<file path="config.mk">
export PLATFORM = sky130hd
export DESIGN_NAME = serial_add_ctrl
export DESIGN_NICKNAME = d
export VERILOG_FILES = /design/src/rtl/serial_add_pkg.sv /design/src/rtl/two_bit_adder.sv /design/src/rtl/serial_add_ctrl.sv
export SDC_FILE = /design/constraint.sdc
export NUM_CORES = 1
export LEC_CHECK = 0
export BUFFER_PORTS_ARGS = -buffer_cell sky130_fd_sc_hd__buf_2
export CAP_MARGIN = 20
export CELL_PAD_IN_SITES_DETAIL_PLACEMENT = 2
export CELL_PAD_IN_SITES_GLOBAL_PLACEMENT = 2
export CORE_MARGIN = 8
export CORE_UTILIZATION = 25
export DETAILED_ROUTE_END_ITERATION = 12
export PLACE_DENSITY = 0.6
export SETUP_SLACK_MARGIN = 0.3
export SYNTH_ARGS = -nofsm -noshare
export SYNTH_HDL_FRONTEND = slang
export SYNTH_SLANG_ARGS = --single-unit
</file>
<file path="constraint.sdc">
create_clock -name clk -period 5.11 [get_ports clk]
set_clock_uncertainty 0.2 [all_clocks]
set_input_delay 0.511 -clock clk [delete_from_list [all_inputs] [get_ports clk]]
set_output_delay 0.511 -clock clk [all_outputs]
set_load 0.01 [all_outputs]
</file>
<file path="src/rtl/serial_add_pkg.sv">
// serial_add_pkg: shared types and helpers for the digit-serial adder sequencer.
package serial_add_pkg;

    typedef enum logic [1:0] {
        IDLE,
        RUN,
        DONE
    } serial_add_state_e;

    // Bits consumed per cycle by the datapath slice.
    localparam int unsigned DIGIT_W = 2;

    // Step counter width: enough to count WIDTH/DIGIT_W steps, never below 1 bit.
    function automatic int unsigned cnt_width(input int unsigned width);
        int unsigned w;
        w = $clog2(width / DIGIT_W);
        return (w < 1) ? 1 : w;
    endfunction

endpackage

</file>
<file path="src/rtl/two_bit_adder.sv">
// two_bit_adder: 2-bit ripple slice with carry in/out, shared across all digits.
module two_bit_adder (
    input  logic [1:0] a,
    input  logic [1:0] b,
    input  logic       cin,
    output logic [1:0] s,
    output logic       cout
);

    // Combinational 2-bit add of both operands plus carry-in.
    always_comb begin
        {cout, s} = {1'b0, a} + {1'b0, b} + {2'b00, cin};
    end

endmodule

</file>
<file path="src/rtl/serial_add_ctrl.sv">
// serial_add_ctrl: digit-serial adder sequencer. Accepts one WIDTH-bit add over
// a valid/ready handshake, computes it two bits per cycle through a single
// two_bit_adder slice, and presents {cout,sum} over a second valid/ready
// handshake. Define SERIAL_ADD_OVF_EN to add the registered signed-overflow
// output ovf.
module serial_add_ctrl
    import serial_add_pkg::*;
#(
    parameter int unsigned WIDTH = 8
) (
    input  logic             clk,
    input  logic             rst_n,
    input  logic             in_valid,
    output logic             in_ready,
    input  logic [WIDTH-1:0] a,
    input  logic [WIDTH-1:0] b,
    input  logic             cin,
    output logic             out_valid,
    input  logic             out_ready,
    output logic [WIDTH-1:0] sum,
    output logic             cout,
`ifdef SERIAL_ADD_OVF_EN
    output logic             ovf,
`endif
    output logic             busy
);

    localparam int unsigned CNT_W = cnt_width(WIDTH);
    localparam int unsigned STEPS = WIDTH / DIGIT_W;
    localparam logic [CNT_W-1:0] LAST_STEP = CNT_W'(STEPS - 1);

    if ((WIDTH < 2) || ((WIDTH % 2) != 0)) begin : g_width_check
        $error("serial_add_ctrl: WIDTH must be even and >= 2");
    end

    serial_add_state_e state;
    serial_add_state_e state_next;

    logic [WIDTH-1:0]   a_sh;
    logic [WIDTH-1:0]   b_sh;
    logic [WIDTH-1:0]   sum_sh;
    logic [WIDTH-1:0]   sum_sh_next;
    logic               carry;
    logic [CNT_W-1:0]   cnt;
    logic [DIGIT_W-1:0] slice_s;
    logic               slice_cout;
    logic               accept;
    logic               last_step;

    assign accept    = in_valid && in_ready;
    assign last_step = (cnt == LAST_STEP);

    two_bit_adder u_slice (
        .a    (a_sh[DIGIT_W-1:0]),
        .b    (b_sh[DIGIT_W-1:0]),
        .cin  (carry),
        .s    (slice_s),
        .cout (slice_cout)
    );

    // Next sum shift value: shift right one digit, slice result enters at the top.
    always_comb begin
        sum_sh_next = sum_sh >> DIGIT_W;
        sum_sh_next[WIDTH-1 -: DIGIT_W] = slice_s;
    end

    // State register.
    always_ff @(posedge clk or negedge rst_n) begin
        if (!rst_n) begin
            state <= IDLE;
        end else begin
            state <= state_next;
        end
    end

    // Next-state decode.
    always_comb begin
        state_next = state;
        case (state)
            IDLE:    if (accept) state_next = RUN;
            RUN:     if (last_step) state_next = DONE;
            DONE:    if (out_ready) state_next = IDLE;
            default: state_next = IDLE;
        endcase
    end

    // Handshake and status outputs decoded from state only.
    always_comb begin
        in_ready  = 1'b0;
        out_valid = 1'b0;
        busy      = 1'b0;
        case (state)
            IDLE: in_ready = 1'b1;
            RUN:  busy = 1'b1;
            DONE: begin
                out_valid = 1'b1;
                busy      = 1'b1;
            end
            default: ;
        endcase
    end

    // Operand capture, digit stepping and result registers (updated only on the final step).
    always_ff @(posedge clk or negedge rst_n) begin
        if (!rst_n) begin
            a_sh   <= '0;
            b_sh   <= '0;
            sum_sh <= '0;
            carry  <= 1'b0;
            cnt    <= '0;
            sum    <= '0;
            cout   <= 1'b0;
`ifdef SERIAL_ADD_OVF_EN
            ovf    <= 1'b0;
`endif
        end else begin
            case (state)
                IDLE: begin
                    if (accept) begin
                        a_sh  <= a;
                        b_sh  <= b;
                        carry <= cin;
                        cnt   <= '0;
                    end
                end
                RUN: begin
                    a_sh   <= a_sh >> DIGIT_W;
                    b_sh   <= b_sh >> DIGIT_W;
                    sum_sh <= sum_sh_next;
                    carry  <= slice_cout;
                    cnt    <= cnt + CNT_W'(1);
                    if (last_step) begin
                        sum  <= sum_sh_next;
                        cout <= slice_cout;
`ifdef SERIAL_ADD_OVF_EN
                        // Carry into the MSB is recovered from the MSB's sum bit and its operands.
                        ovf  <= a_sh[DIGIT_W-1] ^ b_sh[DIGIT_W-1] ^ slice_s[DIGIT_W-1] ^ slice_cout;
`endif
                    end
                end
                default: ;
            endcase
        end
    end

endmodule

</file>
# --- Word level (Yosys, flattened, before mapping) ---
# Index checks and enable logic that the tools add are counted.
totals:
  regBits: 38
  input_bits: 21
  out_inout_bits: 12
op_classes:
  add_sub_neg: 3
  reduce_logical: 7
  n_eq_ne: 6
  muxes: 15
ops:
  columns: ["cell", "n"]
  rows:
  - ["8-bit case mux with 2 select lines", 2]
  - ["8-bit two-way mux", 2]
  - ["2-bit two-way mux", 4]
  - ["2-bit != test (second input constant)", 3]
  - ["2-bit case mux with 3 select lines", 1]
  - ["2-bit == test (second input constant)", 2]
  - ["1-bit two-way mux", 4]
  - ["2-bit case mux with 2 select lines", 1]
  - ["2-bit AND reduction", 2]
  - ["2-bit by 2-bit adder with 3-bit output", 1]
  - ["3-bit by 1-bit adder with 3-bit output", 1]
  - ["3-bit AND reduction", 1]
  - ["2-bit by 1-bit adder with 2-bit output (second input constant)", 1]
  - ["2-bit by 1-bit == test with 1-bit output (second input constant)", 1]
  - ["2-bit zero test", 1]
  - ["1-bit case mux with 2 select lines", 1]
  - ["2-bit nonzero test", 1]
  - ["2-bit OR reduction", 1]
  - ["1-bit logical AND", 1]

# --- Depth between registers and ports, before layout ---
depth:
  depth_word: 5
  depth_mapped: 7

# --- Hierarchy ---
# A second synthesis with hierarchy kept.
unflattened:
  hier_cells: 142
  hier_area_um2: 1660.3
by_module_without_submodules:
  columns: ["mod", "instances", "cells_per_inst", "area_each_um2"]
  rows:
  - ["serial_add_ctrl", 1, 132, 1590.3]
  - ["two_bit_adder", 1, 10, 70.1]

# --- Worst setup path after synthesis ---
# Ideal clock, no wire load.
synth_path:
  path_type: "flip-flop to flip-flop"
  from: "reg state[0]"
  to: "reg b_sh[0]"
  arrival_ps: 1479
  required_time_ps: 4834
  slack_ps: 3355
  path_buffers: 1
  period_less_slack_ps: 1755
  stages_incl_launch_ff: 7
  setup_ps: 76
  cell_sequence: "dfrtp_1 inv_1 ha_1 mux2i_4 buf_6 nand2_1 o21ai_1"
synth_via:
  elab_chain_cells: 5
  elab_cells_between_ends: 8
  cone_classes: "eq/ne: 2; mux: 2; reduce/logical: 4"
synth_lines:
  columns: ["item", "line", "rtl"]
  rows:
  - ["start: declaration", "serial_add_ctrl.sv:36", "serial_add_state_e state;"]
  - ["start signal: assignment", "serial_add_ctrl.sv:72", "state <= state_next;"]
  - ["2-bit zero test", "serial_add_ctrl.sv:92", "case (state)"]
  - ["1-bit two-way mux", "serial_add_ctrl.sv:92", null]
  - ["via in_ready", "serial_add_ctrl.sv:14", "output logic in_ready,"]
  - ["1-bit logical AND", "serial_add_ctrl.sv:50", "assign accept = in_valid && in_ready;"]
  - ["2-bit != test (no line)", null, null]
  - ["2-bit AND reduction (no line)", null, null]
  - ["end signal: assignment", "serial_add_ctrl.sv:128", "b_sh <= b_sh >> DIGIT_W;"]
  - ["end: declaration", "serial_add_ctrl.sv:40", "logic [WIDTH-1:0] b_sh;"]
# The timed path passes the listed nets, and every way through them passes these cells.
# A chain may end at the register's enable or synchronous reset.

# --- Worst setup path in the final report ---
layout_path:
  from: "reg state[0]"
  to: "reg b_sh[4]"
layout_via:
  elab_chain_cells: 5
  elab_cells_between_ends: 8
  cone_classes: "eq/ne: 2; mux: 2; reduce/logical: 4"
layout_lines:
  columns: ["item", "line"]
  rows:
  - ["2-bit zero test", "serial_add_ctrl.sv:92, serial_add_ctrl.sv:117"]
  - ["1-bit two-way mux", "serial_add_ctrl.sv:92"]
  - ["1-bit logical AND", "serial_add_ctrl.sv:50"]
  - ["2-bit != test (no line)", null]
  - ["2-bit AND reduction (no line)", null]
# Parallel ways exist; a longest one is shown, timed or not.

==> flow_metrics.py <==
metrics = {
    "outcome": {
        "run_status": "finished clean",
    },
    "global_route": {
        "overflow": 0,
        "grt_pass1_wl_um": 7093,
        "antenna_found_initial": 0,
        "grt_pass1_vias": 1473,
        "grt_use_total_pct": 9.210,
        "grt_max_degree": 37,
    },
    "drt": {
        "drt_iter0_drc": 5,
        "routed-wl-met3_um": 217,
        "routed.top_layer": "met4",
        "num_vias": 1210,
        "drtAntennaViolNets": 0,
        "met2_length_um": 2076,
        "wirelength_um": 4103,
        "wl_met1_um": 1774,
        "wire_per_inst_um": 15.66,
        "vias_per_cell": 4.618,
        "drt-pass1-iter-count": 4,
        "drc": 0,
    },
    "placed_design": {
        "place_congestion": 0.7619,
        "post-dp-hpwl_um": 3090,
        "port_buffers": 32,
        "dpl_cell_area_mm2": 0.001899,
    },
    "pwr": {
        "switching_share_pct": 39.47,
        "p_seq_share_pct": 36.1,
        "leakagePower_nw": 0.9685,
        "ir_drop_uv": 194.6,
        "p_switching_mw": 0.5344,
        "powerDensity_mw_per_mm2": 673.3,
        "clkPwrFrac_pct": 18.8,
        "power_frac_comb_pct": 45.1,
        "internal-power_mw": 0.8194,
    },
    "timing": {
        "maxSlewHeadroom_pct": 43.45,
        "slew_viol_final": 0,
        "hold_viol": 0,
        "worst_hold_slack_ps": 119.1,
        "tns_ps": 0,
        "fmax_mhz": 454.6,
        "rsz0062_at_grt": "false",
        "setup_viol": 0,
        "fin_crit_ps": 2200,
        "finalCritPeriodShare_pct": 43.05,
        "worst_pin_slew_ps": 830.5,
    },
    "worst_setup_path": {
        "crit_chain": "inv_1 -> ha_1 -> mux2i_4 -> o21ai_0",
        "slowest_stage": "mux2i_4",
        "cp-start-kind": "register",
        "crit_type": "reg -> reg",
        "cpPeakStageDelay_ps": 780,
        "cp_max_fo": 28,
        "worstPathRequired_ps": 5040,
        "crit_arrival_ps": 2130,
        "end_kind": "register",
    },
    "final_layout": {
        "fillers": 737,
        "mostFrequentLayoutCells": "36 x dfrtp_1, 32 x buf_2, 24 x nand2_1, 13 x mux2i_1, 12 x o21ai_0",
        "diodes": 0,
        "final_common_cell": "dfrtp_1",
        "drive_gt1_share_pct": 31.87,
        "final_area_mm2": 0.002011,
        "syn2layout_area_growth_pct": 19.93,
        "fin_nets": 208,
    },
    "clocking": {
        "cts_buffer_depth": 2,
        "insertion_delay_ps": 290,
        "cts.reportedPaths.clkPinSlew_ps": 80,
        "cts_setup_buffers": 0,
        "cts_hold_buf": 0,
        "ctsResizeCount": 0,
        "cts_tree": "done",
        "cts.sinks": 36,
        "cts_max_level": 2,
        "cts_buffers": 5,
        "cts_root_buf": "clkbuf_8",
    },
    "floorplanning": {
        "core_mm2": 0.006644,
        "die_area_mm2": 0.009582,
        "ios": 33,
        "floorplan.initialDensity_pct": 25.24,
        "rows": 30,
        "die_x_um": 97.89,
        "die_y_um": 97.89,
    },
    "synthesis": {
        "yosysSeqAreaShare_pct": 53.73,
        "ys_ff_latch": 36,
        "yosysUniqueCellTypes": 23,
        "syn_inst": 147,
        "synth_area_mm2": 0.001677,
        "syn_avg_cell_area_um2": 11.41,
        "synthesis.nets": 174,
        "ys_warn_count": 0,
    },
    "worst_hold_path": {
        "hp-class": "in -> async",
    },
    "job": {
        "drv_cap": 0,
    },
}
cell usage after synthesis:
master / number / area share [%]
dfrtp_1: 36 / 54
nand2b_1: 2 / 0.75
o21ai_0: 12 / 3.6
o31ai_1: 1 / 0.45
inv_1: 10 / 2.2
o21ai_1: 4 / 1.2
or2b_1: 1 / 0.45
and3_2: 1 / 0.45
nor2b_1: 2 / 0.75
buf_6: 2 / 1.3
o21ai_2: 6 / 3.1
buf_2: 3 / 0.90
and3_1: 3 / 1.1
a21oi_1: 5 / 1.5
ha_1: 4 / 3.0
mux2_2: 9 / 6.0
nand2_1: 24 / 5.4
a31oi_1: 4 / 1.5
fa_1: 2 / 2.4
a32o_1: 1 / 0.60
mux2i_1: 13 / 7.8
mux2i_4: 1 / 1.3
buf_4: 1 / 0.45
worst paths after layout:
check | from | endpoint | slack (ps) | cells after the start
max | state[0] | b_sh[4] | 2910 | 4
min | rst_n | sum[5] | 120 | 1
max reg2reg | state[0] | b_sh[4] | 2910 | 4
min reg2reg | sum[5] | sum[5] | 280 | 2
max in group asynchronous | rst_n | a_sh[7] | 4060 | 1
min in group clk | sum[5] | sum[5] | 280 | 2
critical path, delay by kind of cell, from the launching register on:
kind | cells | cell delay [ps]
flops | 1 | 410
compound gates | 1 | 210
buf+inv | 1 | 100
fa+ha+maj | 1 | 350
mux | 1 | 780
layer usage:
metal  vias up  track usage, %
met5         -               0
met4         0           2.878
met3         5           3.343
met2        30           16.39
met1       605           9.889
li1        570               -
cells by family after synthesis:
kind of cell	count (synthesis)	synth area share, %
DFF	36	53.73
AOI/OAI and AO/OA	33	11.94
and+or+nand+nor	33	8.881
muxes	23	15.15
buffers and inverters	16	4.925
adders and majority gates	6	5.373
final cells by class:
type / count / area (um^2) / share of cell area (%)
timing repair buffer: 33 / 167.7 / 8.339
multi-input combinational: 95 / 693.2 / 34.47
sequential: 36 / 900.9 / 44.80
tap: 80 / 100.1 / 4.978
clock inverter: 3 / 42.54 / 2.116
inverter: 10 / 37.54 / 1.867
clock buffer: 5 / 68.82 / 3.423
through the flow:
step / power (mW) / instances / util [%] / worst slack, ps
final: 1.354 / 262 / 30.26 / 2910
after global routing: 1.470 / 262 / 30.26 / 2729
after CTS: 1.388 / 262 / 30.26 / 2862
after detailed placement: 1.130 / 254 / 28.59 / 2852
after global placement: 1.083 / 254 / 28.59 / 2969
after floorplan: 0.9543 / 147 / - / 3355
power by group through the flow:
stage               registers, mW  logic (mW)  clock network [mW]
floorplan                   0.490       0.464                   0
global placement            0.488       0.595                   0
detailed placement          0.500       0.630                   0
CTS                         0.493       0.631               0.264
global route                0.509       0.687               0.274
finish                      0.489       0.610               0.254
state kept, by name, summed over array words and instances (netlist names):
register	cells
a_sh	8
b_sh	8
sum	8
sum_sh	6
cnt	2
state	2
carry	1
cout	1
(Power assumes the default switching activity.)
